File: config.mk
export PLATFORM = sky130hd
export DESIGN_NAME = nd_2to1
export DESIGN_NICKNAME = d
export VERILOG_FILES = /design/src/rtl/nd_2to1.sv
export SDC_FILE = /design/constraint.sdc
export NUM_CORES = 1
export LEC_CHECK = 0
export ABC_AREA = 1
export CORE_ASPECT_RATIO = 1.25
export CORE_MARGIN = 3
export CORE_UTILIZATION = 58
export CTS_CLUSTER_DIAMETER = 100
export CTS_CLUSTER_SIZE = 14
export DETAILED_ROUTE_END_ITERATION = 6
export PLACE_DENSITY = 0.78
export SYNTH_ARGS = -nofsm -noshare
export SYNTH_HDL_FRONTEND = slang
export SYNTH_SLANG_ARGS = --single-unit
File: constraint.sdc
create_clock -name i_clk -period 3.09 [get_ports i_clk]
set_clock_uncertainty 0.1 [all_clocks]
set_input_delay 0.7725 -clock i_clk [delete_from_list [all_inputs] [get_ports i_clk]]
set_output_delay 0.7725 -clock i_clk [all_outputs]
set_load 0.03 [all_outputs]
File: src/rtl/nd_2to1.sv
// nd_2to1: merges two four-phase req/ack inputs through per-input FIFOs onto one output, round-robin between heads.
// Latency rcv req -> snd req is 2 edges; a full FIFO withholds its input ack, and a busy output stalls both FIFOs.
`ifndef NS_MESSAGE_FIFO_SIZE
`define NS_MESSAGE_FIFO_SIZE 4
`endif
`ifndef NS_ADDRESS_SIZE
`define NS_ADDRESS_SIZE 8
`endif
`ifndef NS_DATA_SIZE
`define NS_DATA_SIZE 16
`endif

module nd_2to1 #(
   parameter int FSZ = `NS_MESSAGE_FIFO_SIZE,
   parameter int ASZ = `NS_ADDRESS_SIZE,
   parameter int DSZ = `NS_DATA_SIZE
) (
   input  logic           i_clk,
   input  logic           reset,
   output logic           ready,
   input  logic [ASZ-1:0] rcv0_dst,
   input  logic [DSZ-1:0] rcv0_dat,
   input  logic           rcv0_req,
   output logic           rcv0_ack,
   input  logic [ASZ-1:0] rcv1_dst,
   input  logic [DSZ-1:0] rcv1_dat,
   input  logic           rcv1_req,
   output logic           rcv1_ack,
   output logic [ASZ-1:0] snd0_dst,
   output logic [DSZ-1:0] snd0_dat,
   output logic           snd0_req,
   input  logic           snd0_ack
);
   localparam int AW = $clog2(FSZ);
   localparam int CW = AW + 1;
   localparam int MW = ASZ + DSZ;
   localparam logic [CW-1:0] FULL_CNT = CW'(FSZ);

   logic          ready_q, ready_d;
   logic          ack0_q, ack0_d, ack1_q, ack1_d;
   logic          sreq_q, sreq_d;
   logic [MW-1:0] smsg_q, smsg_d;
   logic          rr_q, rr_d;
   logic [AW-1:0] head0_q, head0_d, tail0_q, tail0_d;
   logic [AW-1:0] head1_q, head1_d, tail1_q, tail1_d;
   logic [CW-1:0] cnt0_q, cnt0_d, cnt1_q, cnt1_d;
   logic [MW-1:0] mem0 [FSZ];
   logic [MW-1:0] mem1 [FSZ];
   logic          ne0, ne1, push0, push1, pop0, pop1, load, gnt;

   always_comb begin
      ne0   = (cnt0_q != '0);
      ne1   = (cnt1_q != '0);
      // Full is judged on the registered count only: a same-edge pop never frees a slot for a push.
      push0 = ready_q && rcv0_req && !ack0_q && (cnt0_q != FULL_CNT);
      push1 = ready_q && rcv1_req && !ack1_q && (cnt1_q != FULL_CNT);
      load  = ready_q && !sreq_q && !snd0_ack && (ne0 || ne1);
      gnt   = (ne0 && ne1) ? rr_q : !ne0;
      pop0  = load && !gnt;
      pop1  = load && gnt;

      ready_d = 1'b1;
      ack0_d  = ack0_q;
      if (push0) ack0_d = 1'b1;
      else if (ready_q && !rcv0_req && ack0_q) ack0_d = 1'b0;
      ack1_d  = ack1_q;
      if (push1) ack1_d = 1'b1;
      else if (ready_q && !rcv1_req && ack1_q) ack1_d = 1'b0;

      sreq_d = sreq_q;
      smsg_d = smsg_q;
      rr_d   = rr_q;
      if (load) begin
         sreq_d = 1'b1;
         smsg_d = gnt ? mem1[head1_q] : mem0[head0_q];
         rr_d   = !gnt;
      end else if (ready_q && sreq_q && snd0_ack) begin
         sreq_d = 1'b0;
      end

      tail0_d = push0 ? tail0_q + AW'(1) : tail0_q;
      tail1_d = push1 ? tail1_q + AW'(1) : tail1_q;
      head0_d = pop0 ? head0_q + AW'(1) : head0_q;
      head1_d = pop1 ? head1_q + AW'(1) : head1_q;
      cnt0_d  = cnt0_q + CW'(push0) - CW'(pop0);
      cnt1_d  = cnt1_q + CW'(push1) - CW'(pop1);
   end

   always_ff @(posedge i_clk or negedge reset) begin
      if (!reset) begin
         ready_q <= 1'b0;
         ack0_q  <= 1'b0;
         ack1_q  <= 1'b0;
         sreq_q  <= 1'b0;
         smsg_q  <= '0;
         rr_q    <= 1'b0;
         head0_q <= '0;
         tail0_q <= '0;
         head1_q <= '0;
         tail1_q <= '0;
         cnt0_q  <= '0;
         cnt1_q  <= '0;
      end else begin
         ready_q <= ready_d;
         ack0_q  <= ack0_d;
         ack1_q  <= ack1_d;
         sreq_q  <= sreq_d;
         smsg_q  <= smsg_d;
         rr_q    <= rr_d;
         head0_q <= head0_d;
         tail0_q <= tail0_d;
         head1_q <= head1_d;
         tail1_q <= tail1_d;
         cnt0_q  <= cnt0_d;
         cnt1_q  <= cnt1_d;
      end
   end

   // Storage needs no reset: entries are only read once the count says they were written.
   always_ff @(posedge i_clk) begin
      if (push0) mem0[tail0_q] <= {rcv0_dst, rcv0_dat};
      if (push1) mem1[tail1_q] <= {rcv1_dst, rcv1_dat};
   end

   assign ready    = ready_q;
   assign rcv0_ack = ack0_q;
   assign rcv1_ack = ack1_q;
   assign snd0_req = sreq_q;
   assign snd0_dst = smsg_q[MW-1:DSZ];
   assign snd0_dat = smsg_q[DSZ-1:0];

endmodule

# Yosys cells after proc, flatten, opt, wreduce, memory -nomap -nowiden
# Memory sizes are Yosys's and may differ from the RTL's.
# Index checks and enable logic that the tools add are counted.
# word_totals
output_inout_bits,28
n_memories,2
mem_bits_rw,192
reg_bits,43
elab_cells,68
in_bits,53
# classes
reduce_logical,32
n_addsub,8
n_eq_ne,2
mux,12
# mem_list
memory,depth,width,read_ports,rd_ports_with_merged_regs,write_ports,line,text
mem0,4,24,1,0,1,47,logic [MW-1:0] mem0 [FSZ];
mem1,4,24,1,0,1,48,logic [MW-1:0] mem1 [FSZ];
# op_table
operator,count
$mux 24,1
$logic_and 1x1->1,18
$mux 1,11
$add 2x1->2 const B,4
$logic_not 1->1,8
$add 3x1->3,2
$ne 3x3->1 const B,2
$reduce_bool 2->1,3
$reduce_bool 3->1,2
$sub 3x1->3,2
$logic_or 1x1->1,1

# Logic depth before layout (Yosys ltp)
# Gate-level depths: netlist of run 1.
# depth
depth_word,6
depth_mapped,11

# Worst setup path before layout of run 1
# No wires, ideal clock.
# synth_timing
path_kind,input to register
startpoint,in rcv0_req
endpoint,"mem mem0[0][0] in the netlist's numbering, enable pin"
required_ns,2.585
setup_time_ns,0.405
t_arrival_ns,2.095
n_path_buf,0
path_slack_ns,0.490
stages,2
path_cell_list,nand4_1 -> nor2_1
# synth_between
elab_chain_len,5
# synth_lines
item,line,text
start: declaration,23,"input logic rcv0_req,"
$logic_and 1x1->1 (3 in series),55,push0 = ready_q && rcv0_req && !ack0_q && (cnt0_q != FULL_CNT);
$mux 1,121,"if (push0) mem0[tail0_q] <= {rcv0_dst, rcv0_dat};"
$mux 1 (implied by the code),121,
end: declaration,47,
# Every way passes these cells.

# Worst setup path after layout of run 1
# layout_timing
startpoint,in snd0_ack
endpoint,reg cnt0_q[2]
# layout_between
elab_chain_len,5
# layout_lines
item,line,text
start: declaration,32,input logic snd0_ack
$logic_not 1->1,57,load = ready_q && !sreq_q && !snd0_ack && (ne0 || ne1);
$logic_and 1x1->1 (2 in series),57,
$logic_and 1x1->1,59,pop0 = load && !gnt;
net pop0,49,"logic ne0, ne1, push0, push1, pop0, pop1, load, gnt;"
$sub 3x1->3,85,cnt0_d = cnt0_q + CW'(push0) - CW'(pop0);
net cnt0_d[2],46,"logic [CW-1:0] cnt0_q, cnt0_d, cnt1_q, cnt1_d;"
end signal: assignment,114,cnt0_q <= cnt0_d;
end: declaration,46,
# The timed path passes the listed nets, and every way through them passes these cells.
# A chain may end at the register's enable or synchronous reset.

==> summary.md, run 1 <==
| Metric | Value |
|---|---|
| Post-DRT Antenna Nets | 0 |
| P per Cell Area | 843 nW/um2 |
| # DRC | 1 |
| Share of flip-flops with an asynchronous set or reset | 0.183 |
| Number of global-route vias before repair | 6,548 |
| Max-slew violations | 0 |
| R2R cell count | 10 |
| Ports | 81 |
| Die Ht | 153 um |
| H-tree depth | 1 |
| Maximum VDD drop | 0.498 mV |
| Relative slew margins | 0.445 |
| Worst Path Required | 3.36 ns |
| Antenna diodes | 0 |
| Post_cts resized | 0 |
| DRT Pass-1 Iters | 7 |
| Starting DRT DRC Count | 672 |
| Die area | 18,900 um2 |
| Synth Flop Type | edfxtp_1 |
| Synth top cells by count | nand2_1, edfxtp_1, inv_1 |
| Cts hold-fix bufs | 0 |
| Worst setup EP type | flop |
| Reg clk slew, reported paths | 0.07 ns |
| Reg-to-reg endpoint | cnt0_q[2]$_DFF_PN0_ |
| Starting Density | 0.594 |
| Setup TNS | 0 ns |
| Slew @ Worst Pin | 0.831 ns |
| Root Driver | clkbuf_16 |
| Post-layout net count | 1,108 |
| Post-CTS Setup Inserts | 0 |
| #FFs+latches synth | 235 |
| Routability cong. | 0.780 |
| Synth area leaders | edfxtp_1, nand2_1, dfrtp_1, nand3_1, inv_1 |
| Setup crit start | snd0_ack |
| Setup ws final | 0.564 ns |
| Failing checks | design-rule violations |
| Chip width | 123 um |
| # rows | 53 |
| Seq/Total Area, Yosys | 0.684 |
| HP Class | in -> async |
| First-pass GRT wire length | 33.7 mm |
| CTS Buffer Depth | 3 |
| Final WL | 20.9 mm |
| Synthesized area | 10,000 um2 |
| Vias per cell | 5.19 |
| Clock buffer count from CTS | 20 |
| Syn nets | 1,027 |
| Initial antenna violation count | 0 |
| Syn avg cell area | 10.4 um2 |
| Data arrival, critical path | 2.79 ns |
| Count leader, synth | nand2_1 |
| GR Overflow Total | 0 |
| RSZ-0062 raised after global routing | false |
| Dpl ws | 0.0802 ns |
| RR Startpoint | cnt0_q[1]$_DFF_PN0_ |
| Count of flip-flops with a built-in enable after synthesis | 192 |
| Via count | 6,617 |
| Synthesis Warnings | 0 |
| Max-Cap Viols | 0 |
| Final setup fails | 0 |
| Share of layout cells above drive strength 1 | 0.0588 |
| Area leader, netlist | edfxtp_1 |
| Crit share post-route | 0.817 |
| Largest net degree at the start of global routing | 51 |
| Worst-skew pair later-pin latency | 0.49 ns |
| Final Critical Period | 2.53 ns |
| Pleak | 5.09 nW |
| CTS tree | yes |
| Top cell type's share of synthesized area | 0.576 |
| P&R area growth vs syn | 16.2% |
| Synth unique cells | 23 |
| Cells after synthesis | 960 |
| Kind of critical path | in -> reg |
| FMAX | 396 MHz |
| CP startpoint kind | input port |
| Crit-path max FO | 10 |
| FF-to-FF setup slack | 0.57 ns |
| Core ar. | 16,800 um2 |
| Per-cell routed wire length | 16.4 um |
| Post-DP HPWL | 13.1 mm |
| Final Hold Viols | 0 |
| Gr usage total | 0.229 |
| IO Port Bufs | 80 |
| Outcome | complete, but fails checks |
| CP Capture Point | cnt0_q[2]$_DFF_PN0_ |
| Clk sink count | 235 |
==> placed cells by master (no fill, tap or decap), types with 6 or more instances in the layout <==
cell type,n
xor2_1,6
edfxtp_1,192
nor2_2,9
dfrtp_1,43
nand2_1,386
clkdlybuf4s50_1,79
nand3_1,121
buf_4,21
clkbuf_1,14
clkbuf_16,21
ha_1,12
inv_1,124
==> state kept, by name, indices dropped and copies added (netlist names) <==
name and cells:
tail1_q 2, tail0_q 2, rcv0_ack 1, smsg_q 24
cnt0_q 3, ready 1, rr_q 1, mem0 96
head1_q 2, mem1 96, cnt1_q 3, snd0_req 1
head0_q 2, rcv1_ack 1
==> worst min-delay path by stage <==
stage / from / to / slack, ns
floorplan: rr_q$_DFFE_PN0N_ / rr_q$_DFFE_PN0N_ / 0.35
global placement: smsg_q[16]$_DFFE_PN0N_ / smsg_q[16]$_DFFE_PN0N_ / 0.40
detailed placement: snd0_req$_DFFE_PN0P_ / snd0_req$_DFFE_PN0P_ / 0.40
CTS: reset / tail1_q[0]$_DFFE_PN0P_ / 0.21
global route: reset / tail1_q[0]$_DFFE_PN0P_ / 0.23
finish: reset / tail1_q[0]$_DFFE_PN0P_ / 0.19
==> layout make-up <==
type	instances	area [um2]
flip-flops and latches	235	6840
inverters	127	479
repair buffers	102	973
clock buffers	35	578
multi-input cells	555	2470
fillers	1242	5220
clock inverters	1	5.00
well taps	220	275
==> metrics by stage <==
stage	hold WS [ns]	power, mW	cell area, um2	util	cells
2_1_floorplan	0.350	6.42	10000	-	960
3_3_place_gp	0.400	7.46	11000	0.656	1239
3_5_place_dp	0.399	7.54	11000	0.656	1239
4_1_cts	0.212	9.86	11600	0.690	1275
5_1_grt	0.231	10.4	11600	0.690	1275
6_report	0.192	9.81	11600	0.690	1275
==> routing by layer <==
metal | global-route usage | wire, um | vias up
li1 | - | - | 3228
met1 | 0.308 | 8260 | 3112
met2 | 0.385 | 10700 | 232
met3 | 0.0359 | 1440 | 45
met4 | 0.0702 | 577 | 0
met5 | 0 | 0 | -
==> power by group <==
part	internal (mW)	total, mW	switching [mW]
sequential	3.89	4.14	0.247
combinational	1.07	3.36	2.28
clock	1.27	2.31	1.05
==> critical path, stage by stage <==
cell	delay [ns]
clkdlybuf4s50_1	0.48
nor2_1	0.05
nand2_1	0.11
o21bai_4	0.20
nor2_1	0.11
ha_1	0.28
inv_1	0.04
ha_1	0.19
fa_1	0.38
xor2_1	0.18
==> logic make-up after synthesis <==
group / after synthesis / synth area share
XOR/XNOR: 8 / 0.00700
AND/OR/NAND/NOR: 527 / 0.215
other: 1 / 0.000375
buffers and inverters: 170 / 0.0713
adder cells (fa/ha/maj): 14 / 0.0190
flip-flops: 235 / 0.684
AO/OA/AOI/OAI: 5 / 0.00388
No activity file was read; power rests on OpenSTA's default activity.
==> run 2: changes to the inputs <==
- clock period: 3.09 -> 2.4 ns (I/O delays scaled with it)
==> run 2 against run 1 <==
Against the previous run: the flow now finishes without violations; total power increased by 29%; critical path depth decreased by 9; combinational power increased by 31%; sequential share of layout area decreased by 0.80 points; largest cell class unchanged; sequential power increased by 29%; global-route usage about the same; core utilization increased by 0.95 points; highest routed layer unchanged.
==> summary.md, run 2 (synthesis gave the netlist of run 1 again) <==
| Metric | Value |
|---|---|
| Outcome | finished clean |
| Worst-skew pair later-pin latency | 0.49 ns |
| Final Critical Period | 2.30 ns |
| GR Overflow Total | 0 |
| Chip width | 123 um |
| Setup ws final | 0.0999 ns |
| CP Capture Point | snd0_dat[4] |
| HP Class | in -> async |
| Crit share post-route | 0.958 |
| Critical path depth in cells | 1 |
| Dpl ws | -0.355 ns |
| Setup crit start | smsg_q[4]$_DFFE_PN0N_ |
| IO Port Bufs | 80 |
| Final Hold Viols | 0 |
| Number of global-route vias before repair | 6,748 |
| Sw Pwr | 4.55 mW |
| R2R cell count | 11 |
| Internal power contribution | 8.12 mW |
| Worst setup EP type | primary output |
| Root Driver | clkbuf_16 |
| Maximum VDD drop | 0.601 mV |
| Slew @ Worst Pin | 0.612 ns |
| Starting DRT DRC Count | 585 |
| Post-DP HPWL | 13.2 mm |
| Relative slew margins | 0.592 |
| Clk sink count | 235 |
| Reg clk slew, reported paths | 0.07 ns |
| Max-slew violations | 0 |
| Max incr delay on CP | 0.69 ns |
| Via count | 6,626 |
| Comb pwr share | 0.348 |
| Vias per cell | 5.17 |
| CP max-delay cell | clkdlybuf4s50_1 |
| Data arrival, critical path | 1.60 ns |
| CP startpoint kind | flop |
| Crit-path max FO | 2 |
| Most frequent cells in the layout | nand2_1, edfxtp_1, inv_1 |
| Initial antenna violation count | 0 |
| CTS Buffer Depth | 3 |
| # DRC | 0 |
| First-pass GRT wire length | 33.6 mm |
| RSZ-0062 raised after global routing | false |
| Antenna diodes | 0 |
| P per Cell Area | 1080 nW/um2 |
| Kind of critical path | reg -> out |
| Worst Path Required | 1.70 ns |
| Core Util, Final | 0.700 |
| Post-DRT Antenna Nets | 0 |
| P&R area growth vs syn | 17.8% |
| Ports | 81 |
| CTS tree | yes |
| Top delay family on crit path | buffers and inverters |
| Switching Share | 0.359 |
| Worst path bufs/invs | 1 |
| Pleak | 5.16 nW |
| RR Startpoint | cnt1_q[1]$_DFF_PN0_ |
| Share of layout cells above drive strength 1 | 0.0641 |
| Post-CTS Setup Inserts | 0 |
| Final setup fails | 0 |
| Final WL | 20.9 mm |
| DRT Pass-1 Iters | 5 |
| FF-to-FF setup slack | 0.21 ns |
| Core ar. | 16,800 um2 |
| H-tree depth | 1 |
| Reg-to-reg endpoint | cnt1_q[2]$_DFF_PN0_ |
| Die area | 18,900 um2 |
| Critical Path, Cell by Cell | clkdlybuf4s50_1 |
| Routability cong. | 0.762 |
| Largest net degree at the start of global routing | 51 |
| Commonest non-fill, non-tap cell in the layout | nand2_1 |
| FMAX | 435 MHz |
| Starting Density | 0.594 |
| Seq pwr share | 0.419 |
| Die Ht | 153 um |
| Post-layout net count | 1,114 |
| Clock buffer count from CTS | 20 |
| Per-cell routed wire length | 16.3 um |
| # rows | 53 |
| Clock share of power | 0.233 |
| Biggest regs | mem0: 96 flops, mem1: 96 flops, smsg_q: 24 flops |
| Max-Cap Viols | 0 |
| Gr usage total | 0.229 |
-- run 2: cell types whose count changed in the layout (fill, tap and decap cells not counted) --
cell             before  now
buf_12                1   10
buf_4                21   18
clkdlybuf4s50_1      79   78
dlymetal6s2s_1        0    1
-- run 2: final cells by class --
type,instances,area (um2)
Multi-Input combinational cell,555,2470
Fill cell,1187,5060
Sequential cell,235,6840
Timing Repair Buffer,108,1130
Clock inverter,1,5.00
Tap cell,220,275
Clock buffer,35,578
Inverter,127,479
-- run 2: timing repair --
| action | CTS | global route |
|---|---|---|
| resized for setup | 0 | 1 |
| endpoints found under the setup margin | 0 | 1 |
| hold buffers | 0 | 0 |
-- run 2: how the worst min path moves through the flow --
stage	from	to	slack, ns	cells past startpoint
floorplan	reset	cnt0_q[0]$_DFF_PN0_	0.20	0
global placement	rr_q$_DFFE_PN0N_	rr_q$_DFFE_PN0N_	0.38	2
detailed placement	rr_q$_DFFE_PN0N_	rr_q$_DFFE_PN0N_	0.38	2
CTS	reset	smsg_q[23]$_DFFE_PN0N_	0.11	2
global route	reset	tail1_q[0]$_DFFE_PN0P_	0.14	2
finish	reset	smsg_q[23]$_DFFE_PN0N_	0.09	2
-- run 2: per-layer routing --
metal,global-route usage,part of all wire
met1,0.287,0.39
met2,0.415,0.54
met3,0.0289,0.058
met4,0.0612,0.017
met5,0,0
-- run 2: power by group through the flow --
stage | Clock, mW | Combinational (mW) | Sequential, mW
3_3_place_gp | 0 | 4.31 | 5.38
5_1_grt | 3.18 | 4.91 | 5.36
6_report | 2.95 | 4.41 | 5.32
2_1_floorplan | 0 | 2.57 | 5.69
3_5_place_dp | 0 | 4.41 | 5.39
4_1_cts | 2.99 | 4.45 | 5.32
-- run 2: per-stage QoR --
stage | total power [mW] | area [um2] | cells | hold WS (ns) | TNS (ns)
floorplan | 8.26 | 10000 | 960 | 0.204 | -10.87
global placement | 9.69 | 11200 | 1245 | 0.376 | -1.09
detailed placement | 9.81 | 11200 | 1245 | 0.375 | -1.34
CTS | 12.7 | 11800 | 1281 | 0.112 | 0
global route | 13.5 | 11800 | 1281 | 0.145 | 0
finish | 12.7 | 11800 | 1281 | 0.0874 | 0
==> run 3: changes to the inputs <==
- HOLD_SLACK_MARGIN: not set -> 0.02
==> results of run 3 <==
Final layout, timing and power as in run 2 (identical DEF).
